==> src/rtl/hp_control_pkg.sv <==
// Shared game definitions: the HP FSM state encoding, default timing constants, and the HP-bar
// length helper.
package hp_control_pkg;

  typedef enum logic [1:0] {
    StIdle,
    StAlive,
    StHit,
    StDead
  } hp_state_e;

  localparam int unsigned DefMaxHp       = 5;
  localparam int unsigned DefHitCycles   = 108000000;
  localparam int unsigned DefBlinkCycles = 13500000;
  localparam int unsigned DefBarStep     = 40;

  localparam int unsigned HpW  = 4;
  localparam int unsigned BarW = 12;
  localparam int unsigned CntW = 28;

  // MAX_HP*BAR_STEP must fit in BarW bits; the product is truncated otherwise.
  function automatic logic [BarW-1:0] bar_len(input logic [HpW-1:0] hp, input int unsigned step);
    return BarW'(32'(hp) * step);
  endfunction

endpackage

==> src/rtl/hp_control_hit_timer.sv <==
// Immunity timer for the HP FSM: the cycle counter for the hit window and the blink divider that
// drives the sprite-blink output.
module hp_control_hit_timer
  import hp_control_pkg::*;
#(
  parameter int unsigned HIT_CYCLES   = DefHitCycles,
  parameter int unsigned BLINK_CYCLES = DefBlinkCycles
) (
  input  logic pclk,
  input  logic rst,
  input  logic i_load,
  input  logic i_run,
  output logic o_expire,
  output logic o_blink
);

  localparam logic [CntW-1:0] LastCnt   = CntW'(HIT_CYCLES - 1);
  localparam logic [CntW-1:0] LastBlink = CntW'(BLINK_CYCLES - 1);

  logic [CntW-1:0] r_cnt;
  logic [CntW-1:0] r_blink_cnt;
  logic            r_blink;

  // Anything other than load or run means the FSM is outside HIT, so everything idles at zero.
  always_ff @(posedge pclk) begin
    if (rst || !(i_load || i_run)) begin
      r_cnt       <= '0;
      r_blink_cnt <= '0;
      r_blink     <= 1'b0;
    end else if (i_load) begin
      r_cnt       <= '0;
      r_blink_cnt <= '0;
      r_blink     <= 1'b1;
    end else begin
      r_cnt <= r_cnt + 1'b1;
      if (r_blink_cnt == LastBlink) begin
        r_blink_cnt <= '0;
        r_blink     <= ~r_blink;
      end else begin
        r_blink_cnt <= r_blink_cnt + 1'b1;
      end
    end
  end

  assign o_expire = (r_cnt == LastCnt);
  assign o_blink  = r_blink;

endmodule

==> src/rtl/hp_control.sv <==
// Player HP controller: tracks hit points across a game, grants a timed immunity window after each
// hit, and flags game over once HP reaches zero.
module hp_control
  import hp_control_pkg::*;
#(
  parameter int unsigned MAX_HP       = DefMaxHp,
  parameter int unsigned HIT_CYCLES   = DefHitCycles,
  parameter int unsigned BLINK_CYCLES = DefBlinkCycles,
  parameter int unsigned BAR_STEP     = DefBarStep
) (
  input  logic             pclk,
  input  logic             rst,
  input  logic             start_in,
  input  logic             damage_in,
  output logic [HpW-1:0]   hp_out,
  output logic [BarW-1:0]  hp_bar_len_out,
  output logic             hit_blink_out,
  output logic             game_over_out
);

  localparam logic [HpW-1:0]  HpMax  = HpW'(MAX_HP);
  localparam logic [BarW-1:0] BarMax = bar_len(HpMax, BAR_STEP);

  hp_state_e       r_state;
  logic [HpW-1:0]  r_hp;
  logic [BarW-1:0] r_bar;
  logic            r_game_over;

  logic w_expire;
  logic w_blink;
  logic w_hit_now;
  logic w_load;
  logic w_run;

  // The expiry edge of HIT behaves like ALIVE, so a still-held damage_in lands a new hit there.
  always_comb begin
    w_hit_now = damage_in && !start_in &&
                ((r_state == StAlive) || ((r_state == StHit) && w_expire));
    w_load    = w_hit_now && (r_hp > 4'd1);
    w_run     = !start_in && (r_state == StHit) && !w_expire;
  end

  hp_control_hit_timer #(
    .HIT_CYCLES  (HIT_CYCLES),
    .BLINK_CYCLES(BLINK_CYCLES)
  ) u_hit_timer (
    .pclk    (pclk),
    .rst     (rst),
    .i_load  (w_load),
    .i_run   (w_run),
    .o_expire(w_expire),
    .o_blink (w_blink)
  );

  always_ff @(posedge pclk) begin
    if (rst) begin
      r_state     <= StIdle;
      r_hp        <= HpMax;
      r_bar       <= BarMax;
      r_game_over <= 1'b0;
    end else if (start_in) begin
      r_state     <= StAlive;
      r_hp        <= HpMax;
      r_bar       <= BarMax;
      r_game_over <= 1'b0;
    end else begin
      case (r_state)
        StIdle: begin
        end
        StAlive, StHit: begin
          if (w_hit_now) begin
            if (r_hp > 4'd1) begin
              r_state <= StHit;
              r_hp    <= r_hp - 4'd1;
              r_bar   <= bar_len(r_hp - 4'd1, BAR_STEP);
            end else begin
              r_state <= StDead;
              r_hp    <= '0;
              r_bar   <= '0;
            end
          end else if ((r_state == StHit) && w_expire) begin
            r_state <= StAlive;
          end
        end
        StDead: begin
          // Game over trails the final HP drop by one edge.
          r_game_over <= 1'b1;
        end
        default: r_state <= StIdle;
      endcase
    end
  end

  assign hp_out         = r_hp;
  assign hp_bar_len_out = r_bar;
  assign hit_blink_out  = w_blink;
  assign game_over_out  = r_game_over;

endmodule

==> config.mk <==
export PLATFORM = sky130hd
export DESIGN_NAME = hp_control
export DESIGN_NICKNAME = d
export VERILOG_FILES = /design/src/rtl/hp_control_pkg.sv /design/src/rtl/hp_control_hit_timer.sv /design/src/rtl/hp_control.sv
export SDC_FILE = /design/constraint.sdc
export NUM_CORES = 1
export LEC_CHECK = 0
export ABC_AREA = 1
export CAP_MARGIN = 30
export CORE_MARGIN = 2
export CORE_UTILIZATION = 45
export DETAILED_ROUTE_END_ITERATION = 6
export PLACE_DENSITY = 0.75
export SYNTH_ARGS = -nofsm -noshare
export SYNTH_HDL_FRONTEND = slang
export SYNTH_SLANG_ARGS = --single-unit
export TNS_END_PERCENT = 30
==> constraint.sdc <==
create_clock -name pclk -period 6 [get_ports pclk]
set_clock_uncertainty 0.05 [all_clocks]
set_input_delay 0.9 -clock pclk [delete_from_list [all_inputs] [get_ports pclk]]
set_output_delay 0.9 -clock pclk [all_outputs]
set_load 0.05 [all_outputs]
==> impl_metrics.tcl <==
set metrics [dict create \
    drive_above_1_share_pct 6.45 \
    start_util_pct 47.0 \
    yosysWarnings 0 \
    hold_path_class "register to register" \
    synth-seq-cells 69 \
    vias_per_cell 4.94 \
    coreArea_mm2 0.00830 \
    grt_start_max_net_pins 29 \
    ys.flop_type "dfxtp_1" \
    finalSetupTns_ns 0 \
    n_antenna_cell 0 \
    yosysTopAreaCell "dfxtp_1" \
    post-route-drc-count 0 \
    ant_nets 0 \
    drt-wirelength-per-cell_um 11.5 \
    cts-root-buf "clkbuf_8" \
    fillCellCount 819 \
    ctsResizeCount 0 \
    synth_edf_count 0 \
    crit_arrival_ns 1.62 \
    routed_wirelength_um 7990 \
    max_clock_freq_mhz 390 \
    drv_slew 0 \
    worstPathCellList "clkdlybuf4s50_1" \
    cts_setup_buffers 0 \
    drv_cap 0 \
    crit_type "register to output pin" \
    port-buffer-count 16 \
    synth.area.top_cells "dfxtp_1 35%, nor2_1 11%, nand2_1 11%, inv_1 7.9%, xor2_1 7.0%" \
    cp_max_fo 6 \
    dr.pass1.iters 4 \
    ios 22 \
    status "finished clean" \
    tritoncts "built" \
    clockBufferDepth 2 \
    seq_area_frac_synth_pct 35.4 \
    worst_slew_margin_rel_pct 51.1 \
    cp_slowest_cell "clkdlybuf4s50_1" \
    antenna_found_initial 0 \
    rsz0062_at_grt "false" \
    worst_pin_slew_ns 0.725 \
    fp.dieH_um 97.1 \
    synth.distinct_cells 30 \
    max_stage_delay_ns 0.84 \
    gp_congestion 0.935 \
    setup_viol 0 \
    synth.most_common_cell "nor2_1" \
    numCtsBuffers 9 \
    die_x_um 97.1 \
    vdd_drop_max_mv 0.204 \
    syn_area_mm2 0.00390 \
    area.growth.synth_to_final_pct 10.6 \
    grtUsageTotal_pct 18.0 \
    hold_viol 0 \
    first_global_vias 3348 \
    numClockSinks 69 \
    synth_top_cells_by_count "119 x nor2_1, 116 x nand2_1, 82 x inv_1, 69 x dfxtp_1, 31 x xor2_1" \
    dpl.hpwl_um 6100 \
    worstPathRequired_ns 5.05 \
    power.leakage_nw 1.59 \
    grt_first_pass_wirelength_um 14400 \
    powerDensity_mw_per_mm2 204 \
    fin_nets 601 \
    first_iter_violations 151 \
    min_period_ns 2.57 \
    synth_area_per_cell_um2 6.89 \
    overflow 0 \
    cp_num_buf_inv 1 \
    fin_util_pct 51.9 \
    post-route-period-util_pct 42.8 \
    die_area_mm2 0.00942 \
    via_count 3429 \
    rows 33 \
    clock_latency_ns 0.35 \
    cts_hold_buf 0 \
    synthCells 566 \
    startpoint_type "register" \
    path_clk_slew_ns 0.07 \
    htree_levels 3 \
    synthArstFlopShare_pct 0 \
    netlist.area_leader.share_pct 35.4 \
    endpoint_kind "output pin" \
    cpLargestDelayFamily "buffers and inverters" \
]
==> cell type report <==
class	count	area (µm²)	area share [%]
Clock buffer	12	165	3.83
Clock inverter	3	43.8	1.02
Inverter	82	308	7.14
Multi-Input combinational cell	407	2120	49.2
Sequential cell	69	1380	32.0
Tap cell	105	131	3.05
Timing Repair Buffer	16	160	3.72
==> sequential cells by signal (all words and copies together), names as in the netlist <==
signal,flops
hp_out,4
u_hit_timer.r_blink_cnt,28
u_hit_timer.o_blink,1
u_hit_timer.r_cnt,28
game_over_out,1
r_state,2
hp_bar_len_out,5
==> cells in the final DEF (no fill, tap or decap), drive strengths merged, types with 2 or more instances in the layout <==
cell | synthesis | layout
xnor2 | 11 | 11
dfxtp | 69 | 69
nor2 | 127 | 127
xor2 | 31 | 31
inv | 82 | 82
nor3 | 19 | 19
clkbuf | 0 | 12
clkinv | 0 | 2
nand3 | 34 | 34
ha | 11 | 11
nand2 | 118 | 118
or2 | 9 | 9
conb | 1 | 5
o21ai | 2 | 2
clkdlybuf4s50 | 0 | 16
nand4 | 19 | 19
a21oi | 17 | 17
==> power by group <==
group	leakage, nW	total [mW]	internal, mW	switching, mW
Sequential	0.556	0.460	0.459	0.00105
Clock	0.108	0.393	0.224	0.169
Combinational	0.928	0.0283	0.00693	0.0214
==> routing by layer <==
| layer | track usage [%] | vias up | wire, µm |
|---|---|---|---|
| met3 | 3.88 | 17 | 342 |
| met1 | 22.7 | 1565 | 3710 |
| met5 | 0 | - | 0 |
| met4 | 7.37 | 0 | 171 |
| li1 | - | 1775 | - |
| met2 | 30.0 | 72 | 3760 |
==> cell families (layout without fill, tap and decap cells) <==
logic type,after synthesis,after routing,share of synthesized area (%)
and+or+nand+nor,329,329,38.0
buffers and inverters,94,113,10.5
DFF,69,69,35.4
xor gates and xnor gates,42,42,9.44
AOI/OAI and AO/OA,19,19,2.44
adders and majority gates,12,12,4.04
other,1,5,0.0962
==> path summary, 6_finish.rpt <==
check                                     startpoint                    to  slack (ns)  cells after the start
worst max-delay path                       hp_out[0]             hp_out[0]        3.43                      1
worst min-delay path            u_hit_timer.r_cnt[0]  u_hit_timer.r_cnt[0]        0.41                      1
worst max register to register             hp_out[0]     hp_bar_len_out[8]        3.53                     11
worst min register to register  u_hit_timer.r_cnt[0]  u_hit_timer.r_cnt[0]        0.41                      1
==> stage by stage <==
step	instance area (µm²)	total power, mW	setup WS (ns)	hold slack (ns)	instances
floorplan	3910	0.495	3.38	0.376	570
global placement	4100	0.498	3.40	0.397	679
detailed placement	4100	0.498	3.32	0.406	679
CTS	4310	0.892	3.41	0.418	694
global route	4310	0.912	3.33	0.440	694
finish	4310	0.881	3.43	0.415	694
(Power assumes the default switching activity.)
